## src/rtl/tictactoe_pkg.sv

```systemverilog
// Shared types for the tic-tac-toe board controller: cell codes, result codes,
// controller states and the auto-move cell picker.
package tictactoe_pkg;

    typedef enum logic [1:0] {
        EMPTY = 2'b00,
        P1    = 2'b01,
        P2    = 2'b10
    } cell_t;

    localparam logic [1:0] RES_NONE = 2'b00;
    localparam logic [1:0] RES_P1   = 2'b01;
    localparam logic [1:0] RES_P2   = 2'b10;
    localparam logic [1:0] RES_TIE  = 2'b11;

    typedef enum logic [1:0] {
        PLAY,
        CHECK,
        DONE
    } state_t;

    // Index 0 is pos1 (top-left), row-major.
    typedef cell_t board_t [9];

    // Returns the 1-based position of the lowest-index empty cell.
    function automatic logic [3:0] lowest_free(input board_t b);
        logic [3:0] r;
        r = 4'd1;
        for (int i = 8; i >= 0; i--) begin
            if (b[i] == EMPTY) r = 4'(i + 1);
        end
        return r;
    endfunction

endpackage

```

## src/rtl/ttt_board_ctrl_if.sv

```systemverilog
// Move request / board status bundle between the player side, the board
// controller and the winner checker.
interface ttt_board_ctrl_if;
    logic       move_valid;
    logic [3:0] move_pos;
    logic [1:0] winner;
    logic [1:0] pos1, pos2, pos3, pos4, pos5, pos6, pos7, pos8, pos9;
    logic [1:0] playerID;
    logic       move_ack;
    logic       move_err;
    logic       timeout;
    logic       game_over;
    logic [1:0] result;

    modport master (
        output move_valid, move_pos,
        input  winner, pos1, pos2, pos3, pos4, pos5, pos6, pos7, pos8, pos9,
        input  playerID, move_ack, move_err, timeout, game_over, result
    );

    modport slave (
        input  move_valid, move_pos, winner,
        output pos1, pos2, pos3, pos4, pos5, pos6, pos7, pos8, pos9,
        output playerID, move_ack, move_err, timeout, game_over, result
    );
endinterface

```

## src/rtl/ttt_turn_timer.sv

```systemverilog
// Per-turn clock counter; expired flags the last allowed clock of a turn.
module ttt_turn_timer #(
    parameter int TURN_CYCLES = 50_000_000
) (
    input  logic clock,
    input  logic reset,
    input  logic clear,
    input  logic enable,
    output logic expired
);
    localparam int TW = $clog2(TURN_CYCLES);

    logic [TW-1:0] cnt_q, cnt_d;

    always_comb begin
        cnt_d = cnt_q;
        if (clear)       cnt_d = '0;
        else if (enable) cnt_d = cnt_q + 1'b1;
    end

    always_ff @(posedge clock) begin
        if (reset) cnt_q <= '0;
        else       cnt_q <= cnt_d;
    end

    assign expired = (cnt_q == TW'(TURN_CYCLES - 1));
endmodule

```

## src/rtl/ttt_board_ctrl.sv

```systemverilog
// Board controller: holds the board and active player, accepts or rejects moves,
// auto-moves on turn expiry, and settles win/tie/next-turn from the winner checker.
module ttt_board_ctrl
    import tictactoe_pkg::*;
#(
    parameter int TURN_CYCLES = 50_000_000,
    parameter int CHECK_WAIT  = 2
) (
    input logic             clock,
    input logic             reset,
    ttt_board_ctrl_if.slave bus
);
    localparam int WW = $clog2(CHECK_WAIT + 1);

    state_t        state_q, state_d;
    board_t        board_q, board_d;
    cell_t         player_q, player_d;
    logic [1:0]    result_q, result_d;
    logic [3:0]    count_q, count_d;
    logic [WW-1:0] wait_q, wait_d;
    logic          ack_q, ack_d, err_q, err_d, to_q, to_d, over_q, over_d;

    logic       expired, timer_clear, timer_en;
    logic       pos_ok, accept;
    logic [3:0] sel, free_sel;

    ttt_turn_timer #(.TURN_CYCLES(TURN_CYCLES)) u_timer (
        .clock   (clock),
        .reset   (reset),
        .clear   (timer_clear),
        .enable  (timer_en),
        .expired (expired)
    );

    assign sel      = bus.move_pos - 4'd1;
    assign free_sel = lowest_free(board_q) - 4'd1;
    assign pos_ok   = (bus.move_pos >= 4'd1) && (bus.move_pos <= 4'd9);

    always_comb begin
        state_d     = state_q;
        board_d     = board_q;
        player_d    = player_q;
        result_d    = result_q;
        count_d     = count_q;
        wait_d      = wait_q;
        over_d      = over_q;
        ack_d       = 1'b0;
        err_d       = 1'b0;
        to_d        = 1'b0;
        timer_clear = 1'b0;
        timer_en    = 1'b0;
        accept      = 1'b0;

        case (state_q)
            PLAY: begin
                timer_en = 1'b1;
                accept   = bus.move_valid && pos_ok && (board_q[sel] == EMPTY);
                if (bus.move_valid && !accept) err_d = 1'b1;
                // An accepted move pre-empts expiry; a rejected one does not.
                if (accept || expired) begin
                    if (accept) begin
                        board_d[sel] = player_q;
                        ack_d        = 1'b1;
                    end else begin
                        board_d[free_sel] = player_q;
                        to_d              = 1'b1;
                    end
                    count_d     = count_q + 4'd1;
                    timer_clear = 1'b1;
                    wait_d      = '0;
                    state_d     = CHECK;
                end
            end
            CHECK: begin
                if (wait_q == WW'(CHECK_WAIT - 1)) begin
                    if (bus.winner == 2'(player_q)) begin
                        result_d = 2'(player_q);
                        over_d   = 1'b1;
                        state_d  = DONE;
                    end else if (count_q == 4'd9) begin
                        result_d = RES_TIE;
                        over_d   = 1'b1;
                        state_d  = DONE;
                    end else begin
                        player_d = (player_q == P1) ? P2 : P1;
                        state_d  = PLAY;
                    end
                end else begin
                    wait_d = wait_q + 1'b1;
                end
            end
            DONE:    ;
            default: state_d = PLAY;
        endcase
    end

    always_ff @(posedge clock) begin
        if (reset) begin
            state_q  <= PLAY;
            board_q  <= '{default: EMPTY};
            player_q <= P1;
            result_q <= RES_NONE;
            count_q  <= 4'd0;
            wait_q   <= '0;
            over_q   <= 1'b0;
            ack_q    <= 1'b0;
            err_q    <= 1'b0;
            to_q     <= 1'b0;
        end else begin
            state_q  <= state_d;
            board_q  <= board_d;
            player_q <= player_d;
            result_q <= result_d;
            count_q  <= count_d;
            wait_q   <= wait_d;
            over_q   <= over_d;
            ack_q    <= ack_d;
            err_q    <= err_d;
            to_q     <= to_d;
        end
    end

    assign bus.pos1      = board_q[0];
    assign bus.pos2      = board_q[1];
    assign bus.pos3      = board_q[2];
    assign bus.pos4      = board_q[3];
    assign bus.pos5      = board_q[4];
    assign bus.pos6      = board_q[5];
    assign bus.pos7      = board_q[6];
    assign bus.pos8      = board_q[7];
    assign bus.pos9      = board_q[8];
    assign bus.playerID  = player_q;
    assign bus.result    = result_q;
    assign bus.game_over = over_q;
    assign bus.move_ack  = ack_q;
    assign bus.move_err  = err_q;
    assign bus.timeout   = to_q;
endmodule

```

## src/flat_wrapper.sv

```systemverilog
// flat-port wrapper written by rule: the top's interface ports become plain ports
module ttt_board_ctrl_flat import tictactoe_pkg::*;
#(
    parameter int TURN_CYCLES = 50_000_000,
    parameter int CHECK_WAIT  = 2
)
  (clock, reset, bus_move_valid, bus_move_pos, bus_winner, bus_pos1, bus_pos2, bus_pos3, bus_pos4, bus_pos5, bus_pos6, bus_pos7, bus_pos8, bus_pos9, bus_playerID, bus_move_ack, bus_move_err, bus_timeout, bus_game_over, bus_result);
  ttt_board_ctrl_if bus_i ();
  input logic clock;
  input logic reset;
  input wire logic [$bits(bus_i.move_valid)-1:0] bus_move_valid;
  input wire logic [$bits(bus_i.move_pos)-1:0] bus_move_pos;
  input wire logic [$bits(bus_i.winner)-1:0] bus_winner;
  output wire logic [$bits(bus_i.pos1)-1:0] bus_pos1;
  output wire logic [$bits(bus_i.pos2)-1:0] bus_pos2;
  output wire logic [$bits(bus_i.pos3)-1:0] bus_pos3;
  output wire logic [$bits(bus_i.pos4)-1:0] bus_pos4;
  output wire logic [$bits(bus_i.pos5)-1:0] bus_pos5;
  output wire logic [$bits(bus_i.pos6)-1:0] bus_pos6;
  output wire logic [$bits(bus_i.pos7)-1:0] bus_pos7;
  output wire logic [$bits(bus_i.pos8)-1:0] bus_pos8;
  output wire logic [$bits(bus_i.pos9)-1:0] bus_pos9;
  output wire logic [$bits(bus_i.playerID)-1:0] bus_playerID;
  output wire logic [$bits(bus_i.move_ack)-1:0] bus_move_ack;
  output wire logic [$bits(bus_i.move_err)-1:0] bus_move_err;
  output wire logic [$bits(bus_i.timeout)-1:0] bus_timeout;
  output wire logic [$bits(bus_i.game_over)-1:0] bus_game_over;
  output wire logic [$bits(bus_i.result)-1:0] bus_result;
  assign bus_i.move_valid = bus_move_valid;
  assign bus_i.move_pos = bus_move_pos;
  assign bus_i.winner = bus_winner;
  assign bus_pos1 = bus_i.pos1;
  assign bus_pos2 = bus_i.pos2;
  assign bus_pos3 = bus_i.pos3;
  assign bus_pos4 = bus_i.pos4;
  assign bus_pos5 = bus_i.pos5;
  assign bus_pos6 = bus_i.pos6;
  assign bus_pos7 = bus_i.pos7;
  assign bus_pos8 = bus_i.pos8;
  assign bus_pos9 = bus_i.pos9;
  assign bus_playerID = bus_i.playerID;
  assign bus_move_ack = bus_i.move_ack;
  assign bus_move_err = bus_i.move_err;
  assign bus_timeout = bus_i.timeout;
  assign bus_game_over = bus_i.game_over;
  assign bus_result = bus_i.result;
  ttt_board_ctrl #(.TURN_CYCLES(TURN_CYCLES), .CHECK_WAIT(CHECK_WAIT)) u_core (.clock(clock), .reset(reset), .bus(bus_i));
endmodule
```

## config.mk

```make
export PLATFORM = sky130hd
export DESIGN_NAME = ttt_board_ctrl_flat
export DESIGN_NICKNAME = d
export VERILOG_FILES = /design/src/rtl/tictactoe_pkg.sv /design/src/rtl/ttt_board_ctrl_if.sv /design/src/rtl/ttt_turn_timer.sv /design/src/rtl/ttt_board_ctrl.sv /design/src/flat_wrapper.sv
export SDC_FILE = /design/constraint.sdc
export NUM_CORES = 1
export LEC_CHECK = 0
export ABC_AREA = 1
export BUFFER_PORTS_ARGS = -buffer_cell sky130_fd_sc_hd__buf_2
export CAP_MARGIN = 20
export CORE_MARGIN = 5
export CORE_UTILIZATION = 50
export CTS_CLUSTER_DIAMETER = 150
export DETAILED_ROUTE_END_ITERATION = 6
export PLACE_DENSITY = 0.72
export SYNTH_ARGS = -nofsm -noshare
export SYNTH_HDL_FRONTEND = slang
export SYNTH_HIERARCHICAL = 1
export SYNTH_SLANG_ARGS = --single-unit
```

## constraint.sdc

```tcl
create_clock -name clock -period 2.2 [get_ports clock]
set_input_delay 0.22 -clock clock [delete_from_list [all_inputs] [get_ports clock]]
set_output_delay 0.22 -clock clock [all_outputs]
set_load 0.03 [all_outputs]
```

== Yosys cells after proc, flatten, opt, wreduce, memory -nomap -nowiden ==
Index checks and enable logic that the tools add are counted.
W data, S select, Z words.
Word-level totals
  word-level logic and storage cells: 114
  register bits: 60
  input bits: 9
  output and inout port bits: 26
Operators by class
  equality and inequality tests: 10
  add/subtract/negate cells: 5
  mux-type cells: 38
  bitwise operators: 7
  reduce and logical (&&, ||, !) cells: 29
  magnitude comparators: 6
Operator list (number)
  $bwmux W18: 2
  $mux W4: 9
  $add A26 B1 Y26 const B: 1
  $eq A26 B26 Y1 const B: 1
  $mux W2: 13
  $logic_not A2 Y1: 11
  $mux W18: 1
  $demux W2 S4: 2
  $ge A5 B5 Y1 const B: 2
  $lt A5 B1 Y1 const B: 2
  $not A4 Y5: 2
  $reduce_and A3 Y1: 3
  $bmux W2 S4: 1
  $mux W1: 8
  $sub A4 B1 Y4 const B: 2
  $eq A2 B1 Y1 const B: 3
  $logic_and A1 B1 Y1: 6
  $pmux W2 S3: 1
  $not A1 Y1: 5
  $add A4 B1 Y4 const B: 1
  $eq A4 B4 Y1 const B: 1
  $ge A4 B1 Y1 const B: 1
  $le A4 B4 Y1 const B: 1
  $ne A2 B1 Y1 const B: 2
  other kinds (12): 14

== Depth between registers and ports, before layout ==
Gate-level depths: netlist of run 1.
  word-level depth: 18
  depth in mapped cells: 17
  mapped depth without buffers: 17

== Cells and area by module ==
Netlist of run 1, hierarchy kept.
By module, submodules not included
  ttt_board_ctrl: area an instance 2064.5 um^2, seq. area each 680.7 um^2, cells each 332, times used 1
  ttt_turn_timer: area an instance 1410.1 um^2, seq. area each 520.5 um^2, cells each 213, times used 1

== Least setup slack after synthesis of run 1 ==
No wires, ideal clock.
  kind: in2reg
  start point: input bus_move_pos[0]
  end point: register u_core.u_timer.cnt_q[0]
  stages: 16
  setup slack: 142 ps
  required time: 2130 ps
  buffers on the path: 2
  data arrival time: 1988 ps
  cells stage by stage: inv_2 -> ha_1 -> nand2_1 -> nor2_1 -> nor2_1 -> nand2_1 -> nor2_1 -> nor2_1 -> nand2_2 -> nand2_4 -> a21oi_4 -> buf_6 -> nor2_1 -> clkbuf_1 -> o21ai_0 -> a21oi_1
On the way
  cells in the longest elaborated chain, start to end: 11
  elaborated cells on any way between the ends: 15
Ends and longest elaborated chain
  start, declared: line flat_wrapper.sv:12  | input wire logic [$bits(bus_i.move_pos)-1:0] bus_move_pos;
  $sub A4 B1 Y4: line ttt_board_ctrl.sv:35  | assign sel = bus.move_pos - 4'd1;
  $not A4 Y5 (not written as such): line ttt_board_ctrl.sv:57  | accept = bus.move_valid && pos_ok && (board_q[sel] == EMPTY);
  $bmux W2 S4: line ttt_board_ctrl.sv:57
  $mux W2 (not written as such) (2 in series): line ttt_board_ctrl.sv:57
  $logic_not A2 Y1: line ttt_board_ctrl.sv:57
  $logic_and A1 B1 Y1 *: line ttt_board_ctrl.sv:57
  $logic_or A1 B1 Y1 *: line ttt_board_ctrl.sv:60  | if (accept || expired) begin
  $mux W1 *: line ttt_board_ctrl.sv:60
  $mux W1 *: line ttt_board_ctrl.sv:54  | case (state_q)
  net u_core.timer_clear: line ttt_board_ctrl.sv:23  | logic expired, timer_clear, timer_en;
  $reduce_or A2 Y1 (no source line) *
  end signal, assigned: line ttt_turn_timer.sv:23  | else cnt_q <= cnt_d;
  end, declared: line ttt_turn_timer.sv:13  | logic [TW-1:0] cnt_q, cnt_d;
The timed path passes the listed nets; every way through them passes the cells marked *. The select of a mux whose other input is x is not followed.
A chain may end at the register's enable or synchronous reset.

== Worst setup path after layout of run 1 ==
  start point: register u_core.u_timer.cnt_q[13]
  end point: register u_core.board_q, in the netlist u_core/bus.pos2[0]
On the way
  cells in the longest elaborated chain, start to end: 3
Ends and longest elaborated chain
  $eq A26 B26 Y1: line ttt_turn_timer.sv:26  | assign expired = (cnt_q == TW'(TURN_CYCLES - 1));
  net u_core.expired: line ttt_board_ctrl.sv:23
  $logic_or A1 B1 Y1: line ttt_board_ctrl.sv:60
  $reduce_and A2 Y1 (no source line)
  end signal, assigned: line ttt_board_ctrl.sv:111  | board_q <= board_d;
  end, declared: line ttt_board_ctrl.sv:16  | board_t board_q, board_d;
The timed path passes the listed nets, and every way through them passes these cells.

==> results.ini, run 1 <==
[power]
cellPowerDensity_nw_per_um2=617
pwr-share-clk=0.349
p_int_mw=1.68
combPwrFrac=0.182
p_leak_nw=1.80
netSwitchingFraction=0.316
max-vdd-ir-drop_mv=0.440
p_sw_mw=0.779
seqPwrFrac=0.469
total_power_mw=2.46

[flow_run]
drv_cap=0

[drt]
ant_nets=0
wl_per_cell_um=11.9
drt_iter0_drc=208
via_per_inst=4.98
routed_wl_um=8230
dr_total_vias=3452
drt_first_pass_iters=4
drc=0

[clock_network]
path_clk_slew_ps=70
cts_resized=0
clock-sinks=60
insertion_delay_ps=340
cts_buffer_depth=2
h-tree-depth=3
clockRootBuffer=clkbuf_8
cts_tree=done
cts_setup_buffers=0
ctsHoldBuffers=0
cts_buffers=9

[place]
portBuffers=34
dp_slack_ps=78.9
dp_hpwl_um=6350
routabilityCongestion=0.882

[worst_hold_path]
holdPathStages=3
hp-start=bus_move_valid
min_to=u_core/bus.move_err$_SDFF_PP0_
hold_class=in -> reg

[grt]
grt_pass1_vias=3087
grt_use_total=0.199
antenna_found_initial=0
grt_pass1_wl_um=13900
grt_max_degree=23
grt_remaining_overflow=0

[sta]
max-slew-margin-rel=0.725
fin_ws_ps=199
worstMarginPinSlew_ps=412
tns_ps=0
finClkSkew_ps=7.70
period_needed_ps=2000
setup_viol=0
max_freq_mhz=500
slew_violations=0
timing.final.crit_share=0.910
finalHoldViolCount=0

[critical_path]
r2r_cells=11
critPathKind=reg -> reg
worstSetupStartpointType=register
cp_slowest_cell=dfxtp_1
ff2ff_setup_slack_ps=200
rr_endpoint=u_core/bus.pos2[0]$_SDFFE_PP0P_
r2r-start=u_core/u_timer/cnt_q[13]$_SDFFE_PP0P_
crit_arrival_ps=2280
crit_path_end_kind=register
path_cells=nand2_1 > nor2_2 > nand4_1 > nor4_2 > inv_1 > a21oi_4 > buf_12 > nand3_1 > nand2_1 > inv_1 > nor2_1
crit_required_ps=2470
cp_slowest_stage_delay_ps=380
cp_max_fo=16

[synth]
yosysMostFrequentCell=nand2_1
synth_commonest_cells=137 x nand2_1, 103 x nor2_1, 69 x inv_1, 60 x dfxtp_1, 30 x nand3_1
ys_ff_latch=60
synth.top_cell.area_share=0.346
async_reset_ff_frac=0
synth-main-ff-cell=dfxtp_1
ys_types=30
yosysSeqAreaShare=0.346
postSynthAreaPerCell_um2=6.38
synth_cells=545
syn-cell-area_um2=3470
synth_area_leaders=dfxtp_1 35%, nand2_1 15%, nor2_1 11%
synth_nets=563
yosysTopAreaCell=dfxtp_1
synth-edff-count=0
yosys_warnings=6

[floorplan]
dieArea_um2=8720
die_w_um=93.4
fp.dieH_um=93.4
initial_core_util=0.511
rows=30
core_area_um2=6790
ios=35

[run_status]
status=completed

[final_layout]
antennaDiodeCount=0
drive_above_1_share=0.154
regArea_um2=1200
area_growth_pct=14.9
multi_input_area_um2=1940
fillerInstances=660
final_nets=610

## worst max-delay path: cells and delay by family, from the launching register on
family,cells,cell delay [ps]
compound gates,1,200
buf+inv,3,340
flops,1,380
simple gates,7,1000
## cell usage in the layout, fill, tap and decap left out, types with 7 or more instances in the layout
cell        n
nor2_2      8
nand3_1    30
nand2_2     7
nor3_1     13
buf_4      10
nand4_1    16
dfxtp_1    60
inv_1      69
nand2_1   137
ha_1        9
a21oi_1    26
buf_2      34
o21ai_0    22
nor2_1    103
clkbuf_8    9
## layout make-up
cell class,count,share of cell area
multi-input combinational,401,0.486
sequential,60,0.301
timing repair buffer,46,0.0715
inverter,74,0.0696
clock buffer,11,0.0329
tap,96,0.0301
clock inverter,5,0.00940
## registers in the layout (all words and copies together), names as in the netlist, 2 cells and up
signal                count
u_core/bus.playerID       2
u_core/bus.pos1           2
u_core/bus.pos2           2
u_core/bus.pos3           2
u_core/bus.pos4           2
u_core/bus.pos5           2
u_core/bus.pos6           2
u_core/bus.pos7           2
u_core/bus.pos8           2
u_core/bus.pos9           2
u_core/bus.result         2
u_core/count_q            4
u_core/state_q            2
u_core/u_timer/cnt_q     26
u_core/wait_q             2
## worst max path at each step
stage | start | endpoint | slack, ps | depth (start not counted)
detailed placement | bus_move_pos[1] | u_core/bus.pos6[0]$_SDFFE_PP0P_ | 80 | 17
floorplan | bus_move_pos[0] | u_core/u_timer/cnt_q[0]$_SDFFE_PP0P_ | 140 | 16
global placement | bus_move_pos[1] | u_core/bus.pos9[0]$_SDFFE_PP0P_ | 150 | 18
CTS | u_core/u_timer/cnt_q[13]$_SDFFE_PP0P_ | u_core/bus.pos2[0]$_SDFFE_PP0P_ | 210 | 11
finish | u_core/u_timer/cnt_q[13]$_SDFFE_PP0P_ | u_core/bus.pos2[0]$_SDFFE_PP0P_ | 200 | 11
global route | u_core/u_timer/cnt_q[12]$_SDFFE_PP0P_ | u_core/bus.pos2[0]$_SDFFE_PP0P_ | -40 | 11
## power by group through the flow
stage | clock [mW] | combinational, mW | sequential, mW
floorplan | 0 | 0.284 | 1.22
global placement | 0 | 0.435 | 1.18
detailed placement | 0 | 0.446 | 1.18
CTS | 0.891 | 0.449 | 1.15
global route | 0.953 | 0.504 | 1.16
finish | 0.858 | 0.449 | 1.15
## layer usage
layer	GRT usage	wire length, µm	up-vias
met2	0.314	3670	81
met5	0	0	-
met4	0.0586	95	0
met3	0.0539	452	10
li1	-	-	1817
met1	0.266	4010	1544
## cells by family (layout without fill, tap and decap cells)
| family | count (synthesis) | after routing | share of synthesized area |
|---|---|---|---|
| simple gates | 331 | 331 | 0.425 |
| buf+inv | 84 | 136 | 0.0983 |
| flops | 60 | 60 | 0.346 |
| compound gates | 58 | 58 | 0.0907 |
| fa+ha+maj | 9 | 9 | 0.0324 |
| xor+xnor | 3 | 3 | 0.00756 |
## stage by stage
stage	cell area [µm²]	hold WS [ps]	util	cells
after CTS	3990	171	0.587	693
after floorplan	3470	363	-	545
after global routing	3990	170	0.587	693
after global placement	3820	448	0.562	677
after detailed placement	3820	463	0.562	677
final	3990	185	0.587	693
(Power assumes the default switching activity.)
==> run 2: changes to the inputs <==
--- a/config.mk
+++ b/config.mk
@@ -5,14 +5,13 @@
 export SDC_FILE = /design/constraint.sdc
 export NUM_CORES = 1
 export LEC_CHECK = 0
-export ABC_AREA = 1
 export BUFFER_PORTS_ARGS = -buffer_cell sky130_fd_sc_hd__buf_2
 export CAP_MARGIN = 20
 export CORE_MARGIN = 5
 export CORE_UTILIZATION = 50
 export CTS_CLUSTER_DIAMETER = 150
 export DETAILED_ROUTE_END_ITERATION = 6
-export PLACE_DENSITY = 0.72
+export PLACE_DENSITY = 0.73
 export SYNTH_ARGS = -nofsm -noshare
 export SYNTH_HDL_FRONTEND = slang
 export SYNTH_HIERARCHICAL = 1
==> run 2 against run 1 <==
  * Fmax is 6.4% lower
  * Critical endpoint is now u_core/count_q[3]$_SDFFE_PP0P_
  * Worst hold slack better by 17 ps
  * Combinational power is 17% lower
  * Final cell count decreased by 19%
==> results.ini, run 2 <==
[run_status]
status=completed

[grt]
antenna_found_initial=0  ; unchanged
grt_pass1_wl_um=13800  ; -0.75%
grt_max_degree=40  ; +74%
grt_pass1_vias=3069  ; -0.58%
met2_usage=0.321  ; +0.00688
grt_use_total=0.199  ; about the same
use_met3=0.0413  ; -0.0126
use_met1=0.258  ; -0.00794
grt-busiest-layer=met2
grt_remaining_overflow=0  ; unchanged

[synth]
synth_cells=388  ; -29%
synth_compound_area_frac=0.148  ; +0.0571
yosys.area_share.adder=0.0339  ; +0.00145
synth-main-ff-cell=dfxtp_1
synth-edff-count=0  ; unchanged
yosys_warnings=6  ; unchanged
synth_commonest_cells=60 x dfxtp_1, 45 x nor2_1, 22 x a21oi_1, 21 x nand2_1, 21 x nand2b_1
synth_xor_area_frac=0.0448  ; +0.0372
yosysTopAreaCell=dfxtp_1
syn-cell-area_um2=3330  ; -4.3%
postSynthAreaPerCell_um2=8.57  ; +34%
synth_nets=406  ; -28%
synth.top_cell.area_share=0.361  ; +0.0155
synth_area_leaders=dfxtp_1 36%, mux2i_1 6.0%, nor2_1 5.1%
async_reset_ff_frac=0  ; unchanged
synth_mux_area_frac=0.0839  ; +0.0839
ys_ff_latch=60  ; unchanged
ys_types=62  ; +110%
synth-simple-area-share=0.291  ; -0.134
yosysMostFrequentCell=dfxtp_1
yosysSeqAreaShare=0.361  ; +0.0155
synth_top_family_by_area=simple AND/OR/NAND/NOR gates

[worst_hold_path]
min_to=u_core/bus.result[0]$_SDFFE_PP0P_
hold_class=in -> reg
hp-start=bus_winner[0]
holdPathStages=3  ; unchanged

[critical_path]
ff2ff_setup_slack_ps=60  ; -140 ps
worstSetupStartpointType=register
rr_endpoint=u_core/count_q[3]$_SDFFE_PP0P_
crit_path_end_kind=register
cp_slowest_stage_delay_ps=360  ; -20 ps
crit_arrival_ps=2410  ; +130 ps
path_cells=ha_2 > nand2_1 > or3_4 > nor4_4 > nand2_2 > inv_2 > a31oi_4 > buf_6 > or3_1 > a21oi_2
r2r_cells=10  ; -1
crit_buf_inv=2  ; -1
critPathKind=reg -> reg
crit_family=simple AND/OR/NAND/NOR gates
r2r-start=u_core/u_timer/cnt_q[0]$_SDFFE_PP0P_
crit_required_ps=2470  ; about the same
cp_max_fo=5  ; -11
cp_slowest_cell=or3_1

[final_layout]
final_nets=497  ; -19%
final_util=0.683  ; +0.0956
largest_reg_flops=26  ; unchanged
area_growth_pct=31.9
final_common_cell=buf_4
largestRegisters=u_core/u_timer/cnt_q: 26 flops, u_core/count_q: 4 flops
final_cell_mix=59 x buf_4, 49 x dfxtp_1, 41 x nor2_1
antennaDiodeCount=0  ; unchanged
drive_above_1_share=0.353  ; +0.199
top_register=u_core/u_timer/cnt_q

[clock_network]
cts_buffer_depth=2  ; unchanged
clockRootBuffer=clkbuf_8
cts_tree=done
ctsHoldBuffers=0  ; unchanged
path_clk_slew_ps=70  ; about the same
clock-sinks=60  ; unchanged
h-tree-depth=3  ; unchanged
cts_buffers=9  ; unchanged
insertion_delay_ps=340  ; about the same

[drt]
drc=0  ; unchanged
dr_total_vias=3182  ; -7.8%
wl_per_cell_um=15.0  ; +27%
routed_wl_um=8430  ; +2.4%
via_per_inst=5.67  ; +14%
ant_nets=0  ; unchanged
drt_iter0_drc=172  ; -17%
drt_first_pass_iters=5  ; +1

[sta]
finalHoldViolCount=0  ; unchanged
max-slew-margin-rel=0.575  ; -0.150
rsz0062_at_grt=true
setup_viol=0  ; unchanged
tns_ps=0  ; unchanged
timing.final.crit_share=0.972  ; +0.0620
slew_violations=0  ; unchanged
worstMarginPinSlew_ps=638  ; +225 ps
period_needed_ps=2140  ; +136 ps
finClkSkew_ps=6.52  ; -1.18 ps
max_freq_mhz=468  ; -6.4%

[power]
total_power_mw=2.53  ; +2.9%
p_leak_nw=1.82  ; +0.92%
max-vdd-ir-drop_mv=0.470  ; +6.9%
cellPowerDensity_nw_per_um2=577  ; -6.4%

[place]
dp_hpwl_um=6090  ; -4.1%
portBuffers=34  ; unchanged
routabilityCongestion=0.911  ; +3.4%

[floorplan]
core_area_um2=6420  ; -5.5%
dieArea_um2=8380  ; -3.8%
initial_core_util=0.518  ; +0.00641
fp.dieH_um=91.6  ; -1.9%
ios=35  ; unchanged
rows=29  ; -3.3%
die_w_um=91.6  ; -1.9%

[flow_run]
drv_cap=0  ; unchanged

==> run 2: cell types whose count changed in the layout (fill, tap and decap cells not counted), moves of 11 or more <==
cell	change
nand2_1	-117
mux2i_1	+20
dfxtp_1	-11
buf_4	+49
nor2_1	-62
o21ai_0	-12
nand2b_1	+21
xnor2_1	+14
nand3_1	-17
inv_1	-57
==> run 2: area by class of cell <==
class / instances / area (µm²)
clock buffers: 11 / 151
clock inverters: 5 / 57.6
fillers: 528 / 2040
inverters: 15 / 61.3
multi-input cells: 298 / 2140
flip-flops and latches: 60 / 1230
well taps: 77 / 96.3
repair buffers: 95 / 644
==> run 2: power by group <==
group	internal, mW	switching, mW	total [mW]
logic	0.173	0.201	0.374
registers	1.10	0.0209	1.12
clock network	0.587	0.449	1.04
==> run 2: routing by layer <==
metal,wire (µm),share of wire,up-vias
li1,-,-,1589
met1,3900,0.46,1495
met2,4070,0.48,90
met3,396,0.047,8
met4,61,0.0072,0
met5,0,0,-
==> run 2: cell families after synthesis <==
group	count (synthesis)
adders and majority gates	9
and+or+nand+nor	176
DFF	60
xor gates and xnor gates	17
buffers and inverters	30
muxes	25
AOI/OAI and AO/OA	71
==> run 2: worst max-delay path by stage <==
stage	cells after the start	slack, ps	endpoint	from
global route	9	-60	u_core/bus.pos8[1]$_SDFFE_PP0P_	u_core/u_timer/cnt_q[1]$_SDFFE_PP0P_
global placement	10	-60	u_core/bus.pos5[0]$_SDFFE_PP0P_	bus_move_pos[1]
floorplan	10	-160	u_core/u_timer/cnt_q[23]$_SDFFE_PP0P_	u_core/bus.pos5[1]$_SDFFE_PP0P_
finish	10	60	u_core/count_q[3]$_SDFFE_PP0P_	u_core/u_timer/cnt_q[0]$_SDFFE_PP0P_
detailed placement	10	-120	u_core/bus.pos8[0]$_SDFFE_PP0P_	bus_move_pos[1]
CTS	9	10	u_core/u_timer/cnt_q[20]$_SDFFE_PP0P_	u_core/bus.pos6[0]$_SDFFE_PP0P_
==> run 2: worst reg2reg max path, cell delays in order (launching register included) <==
cell,delay (ps)
dfxtp_2,330
ha_2,170
nand2_1,50
or3_4,340
nor4_4,240
nand2_2,130
inv_2,100
a31oi_4,50
buf_6,150
or3_1,360
a21oi_2,130
==> run 2: timing repair <==
item,4_1_cts,5_1_grt
pin swaps,1,5
gates resized for setup,6,19
buffers inserted,0,2
setup endpoints to repair,11,33
==> run 2: through the flow <==
stage	hold slack, ps	area, µm²	cells	worst slack [ps]
3_5_place_dp	465	4050	543	-121
2_1_floorplan	403	3430	388	-161
5_1_grt	221	4390	561	-60.8
3_3_place_gp	449	4050	543	-60.2
6_report	202	4390	561	62.1
4_1_cts	186	4280	559	15.0
==> run 3: changes to the inputs <==
--- a/config.mk
+++ b/config.mk
@@ -8,10 +8,10 @@
 export BUFFER_PORTS_ARGS = -buffer_cell sky130_fd_sc_hd__buf_2
 export CAP_MARGIN = 20
 export CORE_MARGIN = 5
-export CORE_UTILIZATION = 50
+export CORE_UTILIZATION = 41
 export CTS_CLUSTER_DIAMETER = 150
 export DETAILED_ROUTE_END_ITERATION = 6
-export PLACE_DENSITY = 0.73
+export PLACE_DENSITY = 0.62
 export SYNTH_ARGS = -nofsm -noshare
 export SYNTH_HDL_FRONTEND = slang
 export SYNTH_HIERARCHICAL = 1
==> run 3 against run 2 <==
  * Final cell count grew 5.0%
  * Critical endpoint is now u_core/bus.pos5[0]$_SDFFE_PP0P_
  * Flip-flop and latch count unchanged
  * Total power fell by 2.6%
  * Wire length rose by 1.6%
  * Largest cell class unchanged
==> results.ini, run 3 (synthesis results as in run 2) <==
[clock_network]
cts_buffers=9  ; unchanged
insertion_delay_ps=340  ; about the same
h-tree-depth=3  ; unchanged
clock-sinks=60  ; unchanged
ctsHoldBuffers=0  ; unchanged
clockRootBuffer=clkbuf_8
cts_tree=done
cts_buffer_depth=2  ; unchanged
path_clk_slew_ps=80  ; about the same

[final_layout]
antennaDiodeCount=0  ; unchanged
regArea_um2=1230  ; +0.20%
fillerInstances=708  ; +34%
fin_cells=589  ; +5.0%
multi_input_area_um2=2120  ; -0.99%
top_register=u_core/u_timer/cnt_q
drive_above_1_share=0.353  ; about the same
final_nets=500  ; +0.60%
final_cell_mix=61 x buf_4, 49 x dfxtp_1, 41 x nor2_1
largestRegisters=u_core/u_timer/cnt_q: 26 flops, u_core/count_q: 4 flops
area_growth_pct=32.2
largest_reg_flops=26  ; unchanged
final_common_cell=buf_4

[sta]
max-slew-margin-rel=0.600  ; +0.0252
finClkSkew_ps=11.6  ; +5.05 ps
rsz0062_at_grt=true
worstMarginPinSlew_ps=594  ; -43.2 ps
timing.final.crit_share=0.957  ; -0.0143
finalHoldViolCount=0  ; unchanged
tns_ps=0  ; unchanged
setup_viol=0  ; unchanged
max_freq_mhz=475  ; +1.5%
slew_violations=0  ; unchanged
period_needed_ps=2110  ; -31.4 ps

[floorplan]
initial_core_util=0.426  ; -0.0919
die_w_um=100  ; +9.3%
fp.dieH_um=100  ; +9.3%
core_area_um2=7810  ; +22%
dieArea_um2=10000  ; +19%
rows=32  ; +10%
ios=35  ; unchanged

[critical_path]
crit_family=multiplexers
crit_path_end_kind=register
ff2ff_setup_slack_ps=90  ; +30 ps
cp-startpoint=u_core/bus.pos6[0]$_SDFFE_PP0P_
rr_endpoint=u_core/bus.pos5[0]$_SDFFE_PP0P_
cp_max_fo=4  ; -1
crit_end=u_core/bus.pos5[0]$_SDFFE_PP0P_
cp_slowest_cell=mux4_2
crit_buf_inv=1  ; -1
crit_arrival_ps=2360  ; -50 ps
critPathKind=reg -> reg
cp_slowest_stage_delay_ps=490  ; +130 ps
r2r-start=u_core/bus.pos6[0]$_SDFFE_PP0P_
path_depth=8  ; -2
worstSetupStartpointType=register
r2r_cells=8  ; -2
path_cells=nor2_1 > mux4_2 > o21ai_4 > mux2_2 > buf_4 > nor3_1 > a41oi_1 > mux2i_1
crit_required_ps=2460  ; about the same

[drt]
via_per_inst=5.42  ; -4.4%
routed_wl_um=8560  ; +1.6%
drt_first_pass_iters=5  ; unchanged
drc=0  ; unchanged
drt_iter0_drc=142  ; -17%
wl_per_cell_um=14.5  ; -3.3%
dr_total_vias=3193  ; +0.35%
ant_nets=0  ; unchanged

[grt]
grt_use_total=0.175  ; -0.0239
grt_pass1_wl_um=14200  ; +2.6%
grt_max_degree=31  ; -23%
grt_pass1_vias=2977  ; -3.0%
grt_remaining_overflow=0  ; unchanged
antenna_found_initial=0  ; unchanged

[worst_hold_path]
hold_class=in -> reg

[flow_run]
drv_cap=0  ; unchanged

[run_status]
status=completed

[place]
portBuffers=34  ; unchanged
dpl.cell_count=565  ; +4.1%
dp_hpwl_um=6240  ; +2.4%
routabilityCongestion=0.843  ; -7.5%

[power]
max-vdd-ir-drop_mv=0.376  ; -20%
p_leak_nw=1.78  ; -2.1%
cellPowerDensity_nw_per_um2=561  ; -2.8%

==> run 3: cell count changes in the layout (fill, tap and decap cells not counted), moves of 2 or more <==
| cell | before | now |
|---|---|---|
| a21oi_1 | 20 | 18 |
| a21oi_2 | 3 | 5 |
| a41oi_1 | 0 | 2 |
| a41oi_2 | 2 | 0 |
| buf_4 | 59 | 61 |
| clkbuf_8 | 11 | 9 |
| nor4b_4 | 2 | 0 |
==> run 3: through the flow <==
step           area [µm²]  worst slack (ps)  hold slack (ps)  total power, mW   util
6_report             4400              93.5              198             2.47  0.563
5_1_grt              4400             -68.8              187             2.59  0.563
4_1_cts              4270              19.7              172             2.47  0.547
3_5_place_dp         4060             -97.6              466             1.48  0.519
2_1_floorplan        3430              -161              403             1.37      -
3_3_place_gp         4060             -78.4              455             1.48  0.519
==> run 3: power by group <==
group	internal (mW)	leakage, nW	switching [mW]
clock network	0.524	0.0970	0.458
logic	0.165	1.19	0.199
registers	1.10	0.493	0.0200
==> run 3: how the worst min path moves through the flow <==
stage,end,start,slack [ps],cells after the start
2_1_floorplan,u_core/u_timer/cnt_q[25]$_SDFFE_PP0P_,reset,400,2
3_3_place_gp,u_core/bus.game_over$_SDFFE_PP0P_,u_core/bus.game_over$_SDFFE_PP0P_,460,2
3_5_place_dp,u_core/bus.move_ack$_SDFF_PP0_,u_core/state_q[0]$_SDFFE_PP0P_,470,1
4_1_cts,u_core/bus.result[1]$_SDFFE_PP0P_,reset,170,2
5_1_grt,u_core/bus.move_err$_SDFF_PP0_,bus_move_valid,190,2
6_report,u_core/bus.move_err$_SDFF_PP0_,bus_move_valid,200,2
==> run 3: per-layer routing <==
metal / vias up / share of wire / global-route usage
met1: 1504 / 0.46 / 0.224
met2: 81 / 0.49 / 0.282
li1: 1601 / - / -
met3: 7 / 0.051 / 0.0424
met5: - / 0 / 0
met4: 0 / 0.0076 / 0.0756
==> run 3: timing repair <==
action / in CTS / in global routing
buffers inserted: 0 / 7
resized for setup: 6 / 18
pin swaps: 1 / 7
cloned: 0 / 1
setup endpoints to repair: 12 / 30
==> run 3: cell type report <==
| class | instances | area share |
|---|---|---|
| clock buffer | 10 | 0.0290 |
| multi-input combinational | 299 | 0.483 |
| sequential | 60 | 0.281 |
| clock inverter | 6 | 0.0142 |
| inverter | 15 | 0.0139 |
| tap | 102 | 0.0290 |
| timing repair buffer | 97 | 0.150 |
